===== src/rtl/sprite_pkg.sv =====
// Shared sprite-path constants: ROM geometry, requester index map, tag type.
// Latency: n/a (definitions only).
// Backpressure: n/a.
package sprite_pkg;

  localparam int SPRITE_ADDR_W  = 18;
  localparam int PAL_W          = 8;

  // Requester index map into the arbiter's req_* vectors.
  localparam int REQ_BACK       = 0;
  localparam int REQ_AREA       = 1;
  localparam int REQ_ENEMY      = 2;
  localparam int REQ_KIRBY      = 3;
  localparam int REQ_STAR       = 4;
  localparam int SPRITE_NUM_REQ = REQ_STAR + 1;

  // One-hot owner tag carried alongside each outstanding ROM read.
  typedef logic [SPRITE_NUM_REQ-1:0] req_onehot_t;

endpackage


===== src/rtl/sprite_rom_arbiter_rr_grant.sv =====
// Round-robin priority selector: first set request at or after i_ptr, circularly.
// Latency: combinational.
// Backpressure: none; o_grant is all zero when no request is set.
//
// Ports:
//   i_req   N-bit request vector
//   i_ptr   index that has highest priority this cycle (must be < N)
//   o_grant one-hot grant (or zero)
//   o_idx   binary index of the granted request (0 when nothing granted)
module rr_grant #(
  parameter int N     = 5,
  parameter int PTR_W = (N > 1) ? $clog2(N) : 1
) (
  input  logic [N-1:0]     i_req,
  input  logic [PTR_W-1:0] i_ptr,
  output logic [N-1:0]     o_grant,
  output logic [PTR_W-1:0] o_idx
);

  logic w_found;
  int   w_cand;

  always_comb begin
    o_grant = '0;
    o_idx   = '0;
    w_found = 1'b0;
    w_cand  = 0;
    for (int k = 0; k < N; k++) begin
      w_cand = (int'(i_ptr) + k) % N;
      if (!w_found && i_req[w_cand]) begin
        w_found         = 1'b1;
        o_grant[w_cand] = 1'b1;
        o_idx           = PTR_W'(w_cand);
      end
    end
  end

endmodule


===== src/rtl/sprite_rom_arbiter.sv =====
// Shares one sprite/map ROM read port among the viewport index generators, round-robin.
// Latency: READ_LAT+1 edges from accept to rsp_valid/rsp_data; one accept per cycle.
// Backpressure: none; req_ready is a pure function of req_valid and the rr pointer.
//
// Ports:
//   Clk, Reset_n          clock, async active-low reset
//   frame_start           vsync pulse; resets the rr pointer to requester 0
//   req_valid/req_addr    per-requester request and flattened address
//   req_ready             one-hot combinational grant
//   rom_en/rom_addr       registered ROM read strobe and address
//   rom_data              ROM read data, valid READ_LAT edges after ROM samples rom_addr
//   rsp_valid/rsp_data    registered one-hot response strobe and palette byte
//   inflight              accepted reads not yet responded
module sprite_rom_arbiter
  import sprite_pkg::*;
#(
  parameter int NUM_REQ  = SPRITE_NUM_REQ,
  parameter int ADDR_W   = SPRITE_ADDR_W,
  parameter int DATA_W   = PAL_W,
  parameter int READ_LAT = 2,
  localparam int PTR_W   = (NUM_REQ > 1) ? $clog2(NUM_REQ) : 1,
  localparam int CNT_W   = $clog2(READ_LAT + 2)
) (
  input  logic                      Clk,
  input  logic                      Reset_n,
  input  logic                      frame_start,
  input  logic [NUM_REQ-1:0]        req_valid,
  input  logic [NUM_REQ*ADDR_W-1:0] req_addr,
  output logic [NUM_REQ-1:0]        req_ready,
  output logic                      rom_en,
  output logic [ADDR_W-1:0]         rom_addr,
  input  logic [DATA_W-1:0]         rom_data,
  output logic [NUM_REQ-1:0]        rsp_valid,
  output logic [DATA_W-1:0]         rsp_data,
  output logic [CNT_W-1:0]          inflight
);

  logic [PTR_W-1:0]   r_rr_ptr;
  logic [PTR_W-1:0]   w_idx;
  logic [PTR_W-1:0]   w_next_ptr;
  logic               w_accept;
  logic               w_rsp;
  // r_tag[0] is written at the accept edge; r_tag[READ_LAT] lines up with rom_data.
  logic [NUM_REQ-1:0] r_tag [READ_LAT+1];

  rr_grant #(
    .N     (NUM_REQ),
    .PTR_W (PTR_W)
  ) u_rr_grant (
    .i_req   (req_valid),
    .i_ptr   (r_rr_ptr),
    .o_grant (req_ready),
    .o_idx   (w_idx)
  );

  assign w_accept = |req_ready;
  assign w_rsp    = |r_tag[READ_LAT];

  always_comb begin
    w_next_ptr = '0;
    if (w_idx != PTR_W'(NUM_REQ - 1)) begin
      w_next_ptr = w_idx + PTR_W'(1);
    end
  end

  always_ff @(posedge Clk or negedge Reset_n) begin
    if (!Reset_n) begin
      r_rr_ptr  <= '0;
      rom_en    <= 1'b0;
      rom_addr  <= '0;
      rsp_valid <= '0;
      rsp_data  <= '0;
      inflight  <= '0;
      for (int k = 0; k <= READ_LAT; k++) begin
        r_tag[k] <= '0;
      end
    end else begin
      rom_en <= w_accept;
      if (w_accept) begin
        rom_addr <= req_addr[w_idx*ADDR_W +: ADDR_W];
      end

      r_tag[0] <= req_ready;
      for (int k = 1; k <= READ_LAT; k++) begin
        r_tag[k] <= r_tag[k-1];
      end

      rsp_valid <= r_tag[READ_LAT];
      if (w_rsp) begin
        rsp_data <= rom_data;
      end

      // Vsync restart wins over the post-accept advance.
      if (frame_start) begin
        r_rr_ptr <= '0;
      end else if (w_accept) begin
        r_rr_ptr <= w_next_ptr;
      end

      case ({w_accept, w_rsp})
        2'b10:   inflight <= inflight + CNT_W'(1);
        2'b01:   inflight <= inflight - CNT_W'(1);
        default: inflight <= inflight;
      endcase
    end
  end

endmodule

===== config.mk =====
export PLATFORM = sky130hd
export DESIGN_NAME = sprite_rom_arbiter
export DESIGN_NICKNAME = d
export VERILOG_FILES = /design/src/rtl/sprite_pkg.sv /design/src/rtl/sprite_rom_arbiter_rr_grant.sv /design/src/rtl/sprite_rom_arbiter.sv
export SDC_FILE = /design/constraint.sdc
export NUM_CORES = 1
export LEC_CHECK = 0
export ABC_AREA = 1
export CORE_ASPECT_RATIO = 2
export CORE_MARGIN = 10
export CORE_UTILIZATION = 40
export CTS_BUF_LIST = sky130_fd_sc_hd__clkbuf_16
export DETAILED_ROUTE_END_ITERATION = 7
export PLACE_DENSITY = 0.68
export REMOVE_ABC_BUFFERS = 1
export SYNTH_ARGS = -nofsm -noshare
export SYNTH_HDL_FRONTEND = slang
export SYNTH_SLANG_ARGS = --single-unit

===== constraint.sdc =====
create_clock -name Clk -period 6.05 [get_ports Clk]
set_input_delay 0.9075 -clock Clk [delete_from_list [all_inputs] [get_ports Clk]]
set_output_delay 0.9075 -clock Clk [all_outputs]
set_load 0.005 [all_outputs]

Word-level counts from Yosys, hierarchy flattened
Cells that the tools add are included.
{"block": "word_totals", "ff_bits": 52, "inputBits": 106, "out_inout_bits": 39, "wordCells": 100}
{"block": "op_classes", "add_sub_neg": 7, "mul": 1, "div": 5, "n_lt_le_gt_ge": 10, "n_eq_ne": 3, "n_shift": 1, "muxes": 43, "n_bitwise": 4, "reduce_logical": 17}
{"operator": "$ge A32 B1 Y1 const B", "count": 5}
{"operator": "$lt A32 B5 Y1 const B", "count": 5}
{"operator": "$mod A32 B4 Y32 const B", "count": 4}
{"operator": "$shiftx A90 B9 Y18", "count": 1}
{"operator": "$mod A4 B4 Y32 const B", "count": 1}
{"operator": "$mux W5", "count": 5}
{"operator": "$mux W3", "count": 8}
{"operator": "$or A5 B5 Y5", "count": 4}
{"operator": "$mux W1", "count": 19}
{"operator": "$bmux W1 S3", "count": 5}
{"operator": "$demux W1 S3", "count": 5}
{"operator": "$reduce_or A5 Y1", "count": 2}
{"operator": "$logic_and A1 B1 Y1", "count": 9}
{"operator": "$add A3 B2 Y4 const B", "count": 2}
{"operator": "$mul A3 B4 Y7 const B", "count": 1}
{"operator": "$add A3 B1 Y4 const B", "count": 1}
{"operator": "$add A3 B3 Y4 const B", "count": 1}
{"operator": "$logic_not A1 Y1", "count": 4}
{"operator": "$pmux W2 S2", "count": 1}
{"operator": "$reduce_bool A2 Y1", "count": 2}
{"operator": "$add A3 B1 Y3 const B", "count": 1}
{"operator": "$ne A3 B3 Y1 const B", "count": 1}
{"operator": "$add A2 B1 Y2 const B", "count": 1}
{"operator": "$eq A2 B1 Y1 const B", "count": 1}
{"operator": "2 further kinds", "count": 2}

Longest topological paths before layout
{"block": "logic_depth", "depth_word": 21, "mapped_depth": 38, "depth_no_buf": 35}

Modules after synthesis
A second synthesis with hierarchy kept.
{"block": "unflattened", "cells_unflattened": 769, "area_unflattened_um2": 4802.1}
{"module": "sprite_rom_arbiter", "instances": 1, "cells_per_inst": 394, "area_each_um2": 2750.1, "seq_area_each_um2": 1301.2}
{"module": "rr_grant", "instances": 1, "cells_per_inst": 375, "area_each_um2": 2052.0, "seq_area_each_um2": 0.0}

Worst setup path before layout
Ideal clock, no wire load.
{"block": "synth_path", "kind": "reg-to-reg", "start": "register r_rr_ptr[0]", "end": "register inflight[1]", "setup_time_ns": 0.124, "t_arrival_ns": 4.564, "required_time_ns": 5.926, "slack_ns": 1.362, "path_stages_with_launch": 37, "path_buffers": 3, "synth_period_minus_slack_ns": 4.688, "cell_sequence": "dfrtp_1 buf_4 buf_2 inv_1 ha_1 inv_1 ha_1 inv_1 ha_1 inv_1 nand2_1 nand2_2 nand2_2 xor2_2 ha_1 inv_1 nor2_1 inv_1 nand2_2 nand2_2 nand2_1 nand2_1 nor2_1 nand2_1 nand3_2 nand2_4 nor2_8 nand3_1 nand3_1 inv_1 nand2_1 nor2_2 buf_2 ha_1 a21oi_1 o21ai_0 xnor2_1"}
{"block": "synth_via", "elab_chain_cells": 20, "word_cells_on_any_way": 75, "cone_classes": "add/sub (4); div (5); order compare (10); eq/ne (2); mux (35); bitwise (4); reduce/logical (15)"}
{"item": "from (decl)", "line_no": "sprite_rom_arbiter.sv:38", "rtl": "logic [PTR_W-1:0] r_rr_ptr;"}
{"item": "from (signal assigned)", "line_no": "sprite_rom_arbiter.sv:97", "rtl": "r_rr_ptr <= w_next_ptr;"}
{"item": "parallel branches: the longest is 16 deep, another holds $mod A32 B4 Y32"}
{"item": "$mux W5 (*)", "line_no": "sprite_rom_arbiter_rr_grant.sv:30", "rtl": "if (!w_found && i_req[w_cand]) begin"}
{"item": "via req_ready[3]", "line_no": "sprite_rom_arbiter.sv:29", "rtl": "output logic [NUM_REQ-1:0] req_ready,"}
{"item": "$reduce_or A5 Y1 (*)", "line_no": "sprite_rom_arbiter.sv:56", "rtl": "assign w_accept = |req_ready;"}
{"item": "$eq A2 B1 Y1 / $eq A2 B2 Y1 (equally long branches)", "line_no": "sprite_rom_arbiter.sv:100", "rtl": "case ({w_accept, w_rsp})"}
{"item": "$pmux W2 S2 / $reduce_bool A2 Y1 (equally long branches)"}
{"item": "to (signal assigned)", "line_no": "sprite_rom_arbiter.sv:101", "rtl": "2'b10: inflight <= inflight + CNT_W'(1);"}
{"item": "to (signal assigned)", "line_no": "sprite_rom_arbiter.sv:102", "rtl": "2'b01: inflight <= inflight - CNT_W'(1);"}
{"item": "to (signal assigned)", "line_no": "sprite_rom_arbiter.sv:103", "rtl": "default: inflight <= inflight;"}
{"item": "to (decl)", "line_no": "sprite_rom_arbiter.sv:35", "rtl": "output logic [CNT_W-1:0] inflight"}
Mark *: on every way through the listed nets, which the timed path passes. The select of a mux whose other input is x is not followed.
A chain may end at the register's enable or synchronous reset.

Worst setup path after layout
{"block": "layout_path", "start": "register r_rr_ptr[1]", "end": "output req_ready[4]"}
{"block": "layout_via", "elab_chain_cells": 17, "word_cells_on_any_way": 70, "cone_classes": "add/sub (4); div (5); order compare (10); mux (34); bitwise (4); reduce/logical (13)"}
{"item": "parallel branches: the longest is 16 deep, another holds $mod A32 B4 Y32"}
{"item": "$mux W5 (*)", "line_no": "sprite_rom_arbiter_rr_grant.sv:30"}
{"item": "to (decl)", "line_no": "sprite_rom_arbiter.sv:29"}
Mark *: on every way between the ends. The select of a mux whose other input is x is not followed.

==> flow_summary.json <==
{
  "cts_root_buf": "clkbuf_16",
  "post-cts-setup-buffers": 0,
  "power_frac_clock_pct": 5.8,
  "grt_max_degree": 53,
  "synth_xor_area_share_pct": 1.74,
  "dp_hpwl_mm": 14.8,
  "synth_top_area_share_pct": 24.4,
  "synthToLayoutAreaGrowth_pct": 32.2,
  "via_count": 5675,
  "nFillCells": 1325,
  "fin_tns_setup_ns": 0,
  "power_frac_comb_pct": 81.9,
  "finalWirelength_mm": 18.1,
  "fmax_ghz": 0.181,
  "placed_cell_area_um2": 6900,
  "numCtsBuffers": 5,
  "whs_ns": 0.348,
  "post_route_cells_drive_above_1_share_pct": 11.8,
  "avgRoutedWirePerCell_um": 16.2,
  "multi_input_area_um2": 3250,
  "htree_levels": 2,
  "setup_slack_ns": 0.532,
  "max_slew_margin_pct": 45.2,
  "worstSetupEndpointType": "primary output",
  "cts.repair.resized": 0,
  "synthMuxAreaShare_pct": 1.69,
  "ys_seq_elements": 52,
  "cts_buffer_depth": 2,
  "cts_hold_repair.buffers": 0,
  "cp_max_fo": 10,
  "max_cap_viol_count": 0,
  "grt_pass1_vias": 5669,
  "seq_power_share_pct": 12.2,
  "yosys.area_share.adder_pct": 7.04,
  "ys_types": 48,
  "synthTopCellsByArea": "dfrtp_1 24%, nand2_1 14%, inv_1 11%, nand3_1 8.4%, ha_1 7.0%",
  "power.switching_mw": 2.77,
  "register_area_um2": 1300,
  "io_pins": 145,
  "clk_latency_ns": 0.29,
  "postSynth.asyncResetShare_pct": 100,
  "start_util_pct": 40.8,
  "power_density_nw_per_um2": 703,
  "worstPathRequired_ns": 5.14,
  "arrival_ns": 4.61,
  "row_count": 59,
  "syn_inst": 827,
  "pre_cts_ws_ns": 0.717,
  "drt_iter0_drc": 188,
  "power.leakage_nw": 3.75,
  "die_h_um": 183,
  "synth-simple-area-share_pct": 42.5,
  "io_buffer_count": 144,
  "antenna_found_initial": 1,
  "cp_slowest_cell": "clkdlybuf4s50_1",
  "critPathLaunchType": "flop",
  "synth_top_family_by_area": "simple AND/OR/NAND/NOR gates",
  "yosysTopAreaCell": "dfrtp_1",
  "maxSlewViolCount": 0,
  "syn_area_um2": 5330,
  "first_pass_iters": 4,
  "period_share_pct": 91.2,
  "skew_ns": 0.00636,
  "cp_common_cell": "inv_1",
  "clock-sinks": 52,
  "finalNetCount": 1100,
  "rsz0062_at_grt": "false",
  "dieArea_um2": 18600,
  "finalCriticalPeriod_ns": 5.52,
  "avgViaCountPerCell": 5.08,
  "postRouteAntennaNets": 0,
  "track_usage_pct": 19.2,
  "min_path_type": "flop to flop",
  "die_w_um": 102,
  "synth_area_per_cell_um2": 6.45,
  "worst_pin_slew_ns": 0.815,
  "drc": 0,
  "fin_cells": 1118,
  "yosys_warnings": 0,
  "synth_compound_area_share_pct": 8.00,
  "synth_ff_type": "dfrtp_1",
  "crit_type": "flop to primary output",
  "setup-violations-final": 0,
  "ys_seq_area_share_pct": 24.4,
  "stdcell_area_um2": 7050,
  "outcome": "finished, final reports clean",
  "gp_congestion": 0.890,
  "timing.final.hold_violations": 0,
  "cts_tree": "done",
  "synth_edf_count": 0,
  "irDropWorstVdd_uv": 372,
  "grt_pass1_wl_mm": 28.5,
  "swShare_pct": 55.9,
  "path_clk_slew_ns": 0.07,
  "max_stage_delay_ns": 0.50,
  "design.core.area_um2": 13100,
  "internal_power_mw": 2.18,
  "grt-ovfl-total": 0,
  "post-place-cells": 1109
}
logic make-up (layout without fill, tap and decap cells):
logic type	count (synthesis)	after routing
and+or+nand+nor	472	472
buffers and inverters	194	332
AOI/OAI and AO/OA	63	63
DFF	52	52
adders and majority gates	30	30
xor gates and xnor gates	8	8
muxes	8	8
other	0	1
cells in the mapped netlist, types with 5 or more instances:
cell type / count
nor2_1: 77
nand2_2: 22
nand4_1: 51
o21ai_0: 19
inv_1: 151
nor3_1: 7
inv_2: 16
buf_2: 9
dfrtp_1: 52
a21oi_2: 10
ha_1: 30
a21oi_1: 17
nand3_1: 89
nor2_2: 5
clkbuf_1: 7
nand2_1: 196
nand3_2: 7
mux2_2: 8
placed cells by master (no fill, tap or decap), types with 7 or more instances in the layout:
cell type        netlist  layout
a21oi_1               17      17
a21oi_2               10      10
buf_4                  3      12
clkdlybuf4s50_1        0     143
dfrtp_1               52      51
ha_1                  30      30
inv_1                151     151
inv_2                 16      16
mux2_2                 8       8
nand2_1              196     196
nand2_2               22      22
nand3_1               89      89
nand3_2                7       7
nand4_1               51      51
nor2_1                77      77
nor3_1                 7       7
o21ai_0               19      19
layout make-up:
| class | count | share of cell area, % |
|---|---|---|
| Tap cell | 152 | 2.70 |
| Clock inverter | 3 | 0.319 |
| Inverter | 168 | 8.95 |
| Antenna cell | 1 | 0.0355 |
| Multi-Input combinational cell | 581 | 46.1 |
| Timing Repair Buffer | 156 | 21.7 |
| Sequential cell | 52 | 18.5 |
| Clock buffer | 5 | 1.77 |
final timing paths:
check                                         from                  endpoint  slack, ns  depth (start not counted)
max in group asynchronous                  Reset_n   r_rr_ptr[1]$_DFFE_PN0P_       4.83                          2
hold reg to reg                r_tag[13]$_DFF_PN0_        r_tag[8]$_DFF_PN0_       0.35                          0
setup / recovery           r_rr_ptr[1]$_DFFE_PN0P_              req_ready[4]       0.53                         29
hold / removal                 r_tag[13]$_DFF_PN0_        r_tag[8]$_DFF_PN0_       0.35                          0
setup reg to reg           r_rr_ptr[1]$_DFFE_PN0P_  rom_addr[16]$_DFFE_PN0P_       1.05                         26
min in group asynchronous                  Reset_n  rom_addr[16]$_DFFE_PN0P_       0.71                          2
power by group through the flow:
stage,logic [mW],clock network (mW),registers [mW]
6_report,4.06,0.287,0.607
5_1_grt,4.58,0.307,0.624
4_1_cts,4.11,0.293,0.609
3_5_place_dp,4.10,0,0.616
3_3_place_gp,4.07,0,0.609
2_1_floorplan,2.76,0,0.634
state kept, by name (all words and copies together), names as in the netlist:
signal,count
rom_addr,18
r_tag,15
rsp_data,8
rsp_valid,5
r_rr_ptr,3
inflight,2
rom_en,1
layer usage:
layer	global-route usage, %	up-vias	routed length [µm]
li1	-	2888	-
met1	18.3	2579	6320
met5	0	-	0
met2	36.9	164	9830
met3	3.24	44	1130
met4	10.8	0	864
worst max-delay path: cells and delay by family (launching register included):
family	cells	cell delay, ns
buf+inv	8	1.10
flops	1	0.49
xor+xnor	1	0.27
fa+ha+maj	4	0.87
simple gates	16	1.57
through the flow:
step                utilization, %  total power, mW
global placement              52.8             4.68
global route                  53.9             5.51
finish                        53.9             4.95
floorplan                        -             3.39
detailed placement            52.8             4.71
CTS                           53.9             5.01
No activity file was read; power rests on OpenSTA's default activity.
